`src/rtl/dec_pkg.sv`:
```
// Shared types and helpers for the registered one-hot decoder.
// Used by onehot_decoder_hs and dec_timeout_ctr.
package dec_pkg;

  // Default width of the encoded index (4 one-hot lines).
  localparam int DEF_IDX_W = 2;

  // Widest index the onehot() helper supports; callers size-cast the result.
  localparam int MAX_IDX_W = 8;
  localparam int MAX_OUT_W = 2 ** MAX_IDX_W;

  // Width of the grant-age counter; holds any timeout in 1..255.
  localparam int TO_CNT_W = 8;

  // IDLE: waiting for a code. DRIVE: one-hot line held until ack or expiry.
  typedef enum logic {
    IDLE  = 1'b0,
    DRIVE = 1'b1
  } dec_state_t;

  // Returns 1 << idx at the widest supported width; callers truncate to OUT_W.
  function automatic logic [MAX_OUT_W-1:0] onehot(input logic [MAX_IDX_W-1:0] idx);
    logic [MAX_OUT_W-1:0] res;
    res      = '0;
    res[idx] = 1'b1;
    return res;
  endfunction

endpackage

```
`src/rtl/dec_timeout_ctr.sv`:
```
// Grant-age counter for the one-hot decoder.
// clr_i restarts the count at zero, en_i advances it by one per cycle.
// expire_o is a combinational pulse during the TO_CYC-th enabled cycle, so the
// owner can release the grant on the following clock edge.
// Only instantiated when DEC_TIMEOUT_EN is defined.
module dec_timeout_ctr
  import dec_pkg::*;
#(
  parameter int TO_CYC = 8
) (
  input  logic clk,
  input  logic rst,
  input  logic clr_i,
  input  logic en_i,
  output logic expire_o
);

  localparam logic [TO_CNT_W-1:0] LAST = TO_CNT_W'(TO_CYC - 1);

  logic [TO_CNT_W-1:0] cnt_q, cnt_d;

  // Next count: clear wins over enable, otherwise hold.
  always_comb begin
    cnt_d = cnt_q;
    if (clr_i) begin
      cnt_d = '0;
    end else if (en_i) begin
      cnt_d = cnt_q + TO_CNT_W'(1);
    end
  end

  // Count register, cleared by asynchronous reset.
  always_ff @(posedge clk or posedge rst) begin
    if (rst) begin
      cnt_q <= '0;
    end else begin
      cnt_q <= cnt_d;
    end
  end

  // The count equals the number of earlier unacked cycles in this grant.
  assign expire_o = en_i && (cnt_q == LAST);

endmodule

```
`src/rtl/onehot_decoder_hs.sv`:
```
// Registered N-to-2^N one-hot decoder with a valid/ready input and an ack-held
// output. Turns an arbitrated request index back into a per-line grant.
// Optional feature macro: DEC_TIMEOUT_EN (grant timeout and sticky timeout_err).
//
// Handshake: a code transfers on any rising edge where in_valid && in_ready.
// in_ready is high only in IDLE, so the producer must hold in_valid/in_code/in_v
// stable until it sees in_ready; the grant is then held on dec_out/dec_valid
// until the consumer pulses dec_ack (or, when enabled, the grant times out).
module onehot_decoder_hs
  import dec_pkg::*;
#(
  parameter int IDX_W  = DEF_IDX_W,
  parameter int TO_CYC = 8,
  parameter int CNT_W  = 8
) (
  input  logic                  clk,
  input  logic                  rst,
  input  logic                  in_valid,
  output logic                  in_ready,
  input  logic [IDX_W-1:0]      in_code,
  input  logic                  in_v,
  output logic [2**IDX_W-1:0]   dec_out,
  output logic                  dec_valid,
  input  logic                  dec_ack,
  output logic                  none_seen,
  output logic [CNT_W-1:0]      dec_cnt,
  output logic                  timeout_err,
  input  logic                  err_clr
);

  localparam int OUT_W = 2 ** IDX_W;

  dec_state_t       state_q, state_d;
  logic [OUT_W-1:0] dec_q, dec_d;
  logic             valid_q, valid_d;
  logic             none_q, none_d;
  logic [CNT_W-1:0] cnt_q, cnt_d;
  logic             hs;
  logic             expire;
  logic [OUT_W-1:0] code_onehot;

  assign in_ready    = (state_q == IDLE);
  assign hs          = in_valid && in_ready;
  assign code_onehot = OUT_W'(onehot(MAX_IDX_W'(in_code)));

`ifdef DEC_TIMEOUT_EN
  logic err_q, err_d;
  logic to_clr;
  logic to_en;

  // Restart the age count on every accepted grant; age only unacked DRIVE cycles.
  assign to_clr = hs && in_v;
  assign to_en  = (state_q == DRIVE) && !dec_ack;

  dec_timeout_ctr #(
    .TO_CYC (TO_CYC)
  ) u_timeout (
    .clk      (clk),
    .rst      (rst),
    .clr_i    (to_clr),
    .en_i     (to_en),
    .expire_o (expire)
  );

  // Sticky error: a new expiry beats a simultaneous clear.
  always_comb begin
    err_d = err_q;
    if (err_clr) begin
      err_d = 1'b0;
    end
    if (expire) begin
      err_d = 1'b1;
    end
  end

  // Error flag register.
  always_ff @(posedge clk or posedge rst) begin
    if (rst) begin
      err_q <= 1'b0;
    end else begin
      err_q <= err_d;
    end
  end

  assign timeout_err = err_q;
`else
  logic unused_err_clr;

  // Without the timeout a grant is held until ack and no error can occur.
  assign expire         = 1'b0;
  assign timeout_err    = 1'b0;
  assign unused_err_clr = err_clr;
`endif

  // Next-state logic for the IDLE/DRIVE controller and its registered outputs.
  always_comb begin
    state_d = state_q;
    dec_d   = dec_q;
    valid_d = valid_q;
    none_d  = 1'b0;
    cnt_d   = cnt_q;
    case (state_q)
      IDLE: begin
        if (hs) begin
          if (in_v) begin
            dec_d   = code_onehot;
            valid_d = 1'b1;
            cnt_d   = cnt_q + CNT_W'(1);
            state_d = DRIVE;
          end else begin
            // "No request" code: report it, but in_code carries no meaning.
            none_d = 1'b1;
          end
        end
      end
      DRIVE: begin
        // Ack is checked first so an ack on the expiry cycle is a clean release.
        if (dec_ack || expire) begin
          dec_d   = '0;
          valid_d = 1'b0;
          state_d = IDLE;
        end
      end
      default: begin
        state_d = IDLE;
        dec_d   = '0;
        valid_d = 1'b0;
      end
    endcase
  end

  // State and output registers, all cleared by asynchronous reset.
  always_ff @(posedge clk or posedge rst) begin
    if (rst) begin
      state_q <= IDLE;
      dec_q   <= '0;
      valid_q <= 1'b0;
      none_q  <= 1'b0;
      cnt_q   <= '0;
    end else begin
      state_q <= state_d;
      dec_q   <= dec_d;
      valid_q <= valid_d;
      none_q  <= none_d;
      cnt_q   <= cnt_d;
    end
  end

  assign dec_out   = dec_q;
  assign dec_valid = valid_q;
  assign none_seen = none_q;
  assign dec_cnt   = cnt_q;

endmodule

```
`config.mk`:
```
export PLATFORM = sky130hd
export DESIGN_NAME = onehot_decoder_hs
export DESIGN_NICKNAME = d
export VERILOG_FILES = /design/src/rtl/dec_pkg.sv /design/src/rtl/dec_timeout_ctr.sv /design/src/rtl/onehot_decoder_hs.sv
export SDC_FILE = /design/constraint.sdc
export NUM_CORES = 1
export LEC_CHECK = 0
export CAP_MARGIN = 30
export CORE_UTILIZATION = 42
export CTS_BUF_LIST = sky130_fd_sc_hd__clkbuf_4 sky130_fd_sc_hd__clkbuf_8 sky130_fd_sc_hd__clkbuf_16
export DETAILED_ROUTE_END_ITERATION = 12
export PLACE_DENSITY = 0.76
export SETUP_SLACK_MARGIN = 0.15
export SYNTH_ARGS = -nofsm -noshare
export SYNTH_HDL_FRONTEND = slang
export SYNTH_SLANG_ARGS = --single-unit
```
`constraint.sdc`:
```
create_clock -name clk -period 1.36 [get_ports clk]
set_input_delay 0.272 -clock clk [delete_from_list [all_inputs] [get_ports clk]]
set_output_delay 0.272 -clock clk [all_outputs]
set_load 0.01 [all_outputs]
```
==> results of run 1 <==
==> flip-flops by register name, indices dropped and copies added (netlist names) <==
signal     flops
dec_valid      1
dec_out        4
state_q        1
dec_cnt        8
none_seen      1
==> area by class of cell <==
class,count,area (um2)
Sequential cell,15,375
Clock inverter,1,5.00
Fill cell,104,379
Inverter,3,11.3
Tap cell,15,18.8
Clock buffer,3,22.5
Multi-Input combinational cell,38,283
Timing Repair Buffer,37,272
==> cells by family after synthesis <==
family	count (synthesis)	share of synthesized area, %
XOR/XNOR	7	9.37
AND/OR/NAND/NOR	23	21.2
AO/OA/AOI/OAI	5	4.21
other	1	0.573
buffers and inverters	5	3.63
flip-flops	15	57.4
adder cells (fa/ha/maj)	1	1.91
multiplexers	1	1.72
==> worst max-delay path by stage <==
stage	slack, ns	start	endpoint	cells after the start
after floorplan	0.26	state_q$_DFF_PP0_	dec_cnt[7]$_DFFE_PP0P_	3
after global placement	-0.12	in_v	dec_cnt[7]$_DFFE_PP0P_	4
after detailed placement	-0.13	in_v	dec_cnt[7]$_DFFE_PP0P_	4
after CTS	0.008	state_q$_DFF_PP0_	in_ready	2
after global routing	0.13	state_q$_DFF_PP0_	in_ready	2
final	0.16	state_q$_DFF_PP0_	in_ready	2
==> worst max-delay path, delay by kind of cell (launching register included) <==
family	cells	cell delay, ns
flops	1	0.42
buf+inv	2	0.23
==> cell usage in the layout, fill, tap and decap left out, drive strengths merged, types with 2 or more instances in the layout <==
cell type / netlist / routed
buf: 2 / 16
clkbuf: 0 / 16
dfrtp: 15 / 15
nand2: 7 / 7
xor2: 6 / 6
nand3: 6 / 6
clkdlybuf4s50: 0 / 5
o21ai: 4 / 4
inv: 3 / 3
nor2: 3 / 3
nand2b: 2 / 2
clkdlybuf4s15: 0 / 2
nor3: 2 / 2
==> power by group <==
group          switching [mW]  internal [mW]
combinational           0.349          0.370
clock                   0.147          0.109
sequential             0.0680          0.563
==> cell usage after synthesis <==
cell	n
nor2_1	3
nor4_4	1
xor2_1	6
nand2b_1	2
ha_1	1
inv_1	3
mux2_2	1
buf_4	1
buf_2	1
o31ai_1	1
nand3_1	6
nor3_1	2
nor3b_1	1
conb_1	1
nand3b_4	1
nand2_1	7
dfrtp_1	15
xnor2_1	1
o21ai_0	4
==> metal layers <==
metal / global-route usage, % / routed length [um]
met1: 22.9 / 627
met3: 4.35 / 54
met4: 9.68 / 11
met5: 0 / 0
met2: 28.1 / 680
==> through the flow <==
step / setup WS (ns) / hold slack [ns] / total power [mW] / utilization [%]
2_1_floorplan: 0.262 / 0.173 / 0.916 / -
3_3_place_gp: -0.115 / 0.457 / 1.23 / 65.9
3_5_place_dp: -0.127 / 0.462 / 1.25 / 65.9
4_1_cts: 0.00798 / 0.290 / 1.56 / 71.6
5_1_grt: 0.130 / 0.253 / 1.73 / 72.3
6_report: 0.156 / 0.251 / 1.60 / 72.3
==> timing repair <==
action / 4_1_cts / 5_1_grt
buffers inserted: 7 / 5
gates resized for setup: 28 / 22
pin swaps: 0 / 4
endpoints found under the setup margin: 15 / 19
==> results.toml, run 1 <==
[outcome]
status = "complete, no violations"

[power]
power.leakage_nw = 0.519
powerDensity_mw_per_mm2 = 1630
ir_drop_uv = 838

[worst_setup_path]
r2r-start = "state_q$_DFF_PP0_"
cp_cell_sequence = "inv_1 > clkbuf_2"
crit_type = "flop to primary output"
cpPeakStageDelay_ns = 0.42
critPathLaunchType = "flop"
required_ns = 1.09
path_max_fanout = 4
reg2reg_slack_ns = 0.18
rr_worst_depth = 3
r2r-end = "dec_cnt[1]$_DFFE_PP0P_"
critPathSlowestCell = "dfrtp_1"
endpoint_kind = "primary output"
cp.arrival_ns = 0.93

[grt]
gr-total-overflow = 0
grt_pass1_vias = 520
grt_max_degree = 16
grt_usage_pct = 18.0
grt_pass1_wl_um = 2320
antenna_found_initial = 0

[clock_tree]
cts.path.max_buffers = 2
cts_sinks = 15
clkLatencyLatePin_ns = 0.28
cts_hold_buf = 0
cts_made_buffers = 3
cts_root_buffer = "clkbuf_4"
clk_pin_slew_ns = 0.09
cts_max_level = 1
cts_tree = "done"

[placed_design]
dp_cells = 96
gp_congestion = 0.724
port_buffers = 21
dp_hpwl_um = 844
dpl_cell_area_um2 = 901

[timing]
slew_violations = 0
finalSetupViolCount = 0
clock.fmax_ghz = 0.830
hold_viol_final = 0
rsz0062_at_grt = "yes"
fin_skew_ns = 0.00299
period_minus_slack_ns = 1.20
min_period_over_period_pct = 88.6
setup-tns-final_ns = 0

[synth]
seq_area_frac_synth_pct = 57.4
synth_area_per_cell_um2 = 11.3
yosysTopAreaCell = "dfrtp_1"
synth_warnings = 0
yosysTopAreaCellShare_pct = 57.4
synth_area_um2 = 654
synth_nets = 67
synthTopCellsByArea = "dfrtp_1, xor2_1, nand3_1"
yosysUniqueCellTypes = 19
synth-seq-cells = 15
syn_inst = 58

[route]
first_pass_iters = 4
wl_per_cell_um = 12.3
drt_wl_total_um = 1370
ant_nets = 0
drcViolationCount = 0
vias = 538
drt_first_iter_violations = 2
routed_via_density = 4.80

[finish]
fin_nets = 107
antennaDiodeCount = 0
drive_above_1_share_pct = 41.2
instances_no_fill = 112
area_growth_pct = 50.9
post-route-cell-area_um2 = 987

[hold_path]
hp-start = "in_v"
min_to = "none_seen$_DFF_PP0_"
worstHoldPathCells = 2
hold_class = "input pin to flop"

[floorplanning]
die_w_um = 41.5
start_util_pct = 47.9
die_y_um = 41.5
core_mm2 = 0.00137
ios = 24
die-area_mm2 = 0.00172
rows = 13

[job]
maxCapViolCount = 0
No activity file was read; power rests on OpenSTA's default activity.
==> inputs of run 2 (changes only) <==
CORE_MARGIN = 2   (was unset)
==> run 2 against run 1 <==
Against the previous run: the run now ends with negative setup slack left; hold slack improved by 0.025 ns; combinational power rose by 12%; sequential share of layout area fell by 1.7 points; sequential power rose by 2%; design area rose by 4.6%; non-clock buffer count rose by 1; sequential cell count did not move; largest power group unchanged; highest routed layer unchanged.
==> results.toml, run 2 (same netlist as run 1, synthesis figures left out) <==
[finish]
post-route-cell-area_mm2 = 0.00103
layout_common_cells = "dfrtp_1, buf_4, clkbuf_2"
fill_cells = 112
drive_above_1_share_pct = 42.9
largest_reg_flops = 8
fin_util_pct = 69.3
layout.cells.most_common = "dfrtp_1"
regArea_um2 = 375
antennaDiodeCount = 0
fin_nets = 108
multi_input_area_um2 = 298
area_growth_pct = 57.7

[clock_tree]
cts_sinks = 15
clk_pin_slew_ns = 0.10
clkLatencyLatePin_ns = 0.28
cts_tree = "done"
cts_max_level = 1
cts_hold_buf = 0
cts_root_buffer = "clkbuf_4"
cts_made_buffers = 3
cts.path.max_buffers = 2

[outcome]
violations = "negative setup slack"
status = "finished with violations"

[route]
first_pass_iters = 4
drt_first_iter_violations = 19
vias = 584
ant_nets = 0
wl_per_cell_um = 15.9
drcViolationCount = 0
routed_via_density = 5.12
drt_wl_total_um = 1810

[grt]
grt_pass1_wl_um = 2750
grt_max_degree = 16
grt_usage_pct = 19.6
gr-total-overflow = 0
antenna_found_initial = 0
grt_pass1_vias = 606

[timing]
hold_viol_final = 0
fin_skew_ns = 0.00229
setup-tns-final_ns = -0.0225
fin_ws_ns = -0.0225
clock.fmax_ghz = 0.723
finalSetupViolCount = 1
slew_violations = 0
period_minus_slack_ns = 1.38
rsz0062_at_grt = "yes"
min_period_over_period_pct = 102

[worst_setup_path]
critPathSlowestCell = "dfrtp_1"
required_ns = 1.55
endpoint_kind = "flop"
crit_type = "flop to flop"
cpPeakStageDelay_ns = 0.39
cp_cell_sequence = "buf_4 > ha_4 > nand3_2 > nor3_2 > xor2_1"
critPathLaunchType = "flop"
cp.arrival_ns = 1.58
path_max_fanout = 3
path_buf_inv = 1
cp_top_family = "flip-flops"

[floorplanning]
core_mm2 = 0.00149
rows = 14
ios = 24
die_w_um = 43.5
start_util_pct = 43.9
die_y_um = 43.5
die-area_mm2 = 0.00189

[placed_design]
dp_hpwl_um = 1030
dpl_cell_area_um2 = 917
gp_congestion = 0.691
port_buffers = 21

[power]
ir_drop_uv = 1020
power.leakage_nw = 0.520
powerDensity_mw_per_mm2 = 1660
power_mw = 1.71

[hold_path]
hold_class = "input pin to async pin"

[job]
maxCapViolCount = 0
==> run 2: changes by cell type in the layout (fill, tap and decap cells not counted) <==
| cell | previous run | this run |
|---|---|---|
| clkdlybuf4s50_1 | 5 | 6 |
| buf_6 | 1 | 4 |
| clkdlybuf4s15_1 | 2 | 4 |
| nor2_2 | 0 | 1 |
| nor3_2 | 1 | 2 |
| buf_4 | 15 | 14 |
| nor3_1 | 1 | 0 |
| nor2_1 | 3 | 1 |
| dlymetal6s2s_1 | 1 | 0 |
| nor2_4 | 0 | 1 |
| clkbuf_2 | 13 | 10 |
==> run 2: worst paths after layout <==
check | slack [ns] | cells past startpoint | from | to
max in group asynchronous | 0.91 | 3 | rst | dec_valid$_DFFE_PP0P_
worst max-delay path | -0.02 | 5 | dec_cnt[0]$_DFFE_PP0P_ | dec_cnt[6]$_DFFE_PP0P_
worst min-delay path | 0.28 | 3 | rst | none_seen$_DFF_PP0_
worst min register to register | 0.52 | 2 | dec_out[2]$_DFFE_PP0P_ | dec_out[2]$_DFFE_PP0P_
worst max register to register | -0.02 | 5 | dec_cnt[0]$_DFFE_PP0P_ | dec_cnt[6]$_DFFE_PP0P_
min in group clk | 0.52 | 2 | dec_out[2]$_DFFE_PP0P_ | dec_out[2]$_DFFE_PP0P_
==> run 2: tightest hold or removal path, cell delays in order <==
cell             delay (ns)
clkdlybuf4s50_1        0.39
inv_1                  0.05
buf_4                  0.22
==> run 2: metrics by stage <==
step	setup WS, ns	std cells	hold slack, ns
after floorplan	0.262	58	0.173
after global placement	-0.134	99	0.456
after detailed placement	-0.196	99	0.480
after CTS	0.0799	113	0.280
after global routing	-0.0444	114	0.305
final	-0.0225	114	0.275
==> run 2: timing repair <==
action | 4_1_cts | 5_1_grt
buffers inserted | 10 | 1
setup endpoints to repair | 17 | 24
gates resized for setup | 29 | 26
hold endpoints to repair | 0 | 0
pin swaps | 2 | 3
==> run 2: area by class of cell <==
type                            count  area share, %
Inverter                            3           1.09
Timing Repair Buffer               38           29.1
Multi-Input combinational cell     38           28.8
Tap cell                           16           1.94
Clock buffer                        3           2.18
Clock inverter                      1          0.485
Sequential cell                    15           36.4
==> run 2: per-layer routing <==
| layer | GRT usage, % | share of wire (%) |
|---|---|---|
| met5 | 0 | 0 |
| met4 | 3.64 | 3.0 |
| met3 | 5.00 | 4.5 |
| met2 | 35.8 | 55 |
| met1 | 23.4 | 38 |
==> run 2: where the power goes <==
group / total, mW / switching [mW] / internal (mW)
clock: 0.261 / 0.152 / 0.109
combinational: 0.805 / 0.399 / 0.407
sequential: 0.643 / 0.0802 / 0.563
==> inputs of run 3 (changes only) <==
SLEW_MARGIN = 0   (was unset)
==> results of run 3 <==
No change in the layout: final DEF, timing and power equal those of run 2.
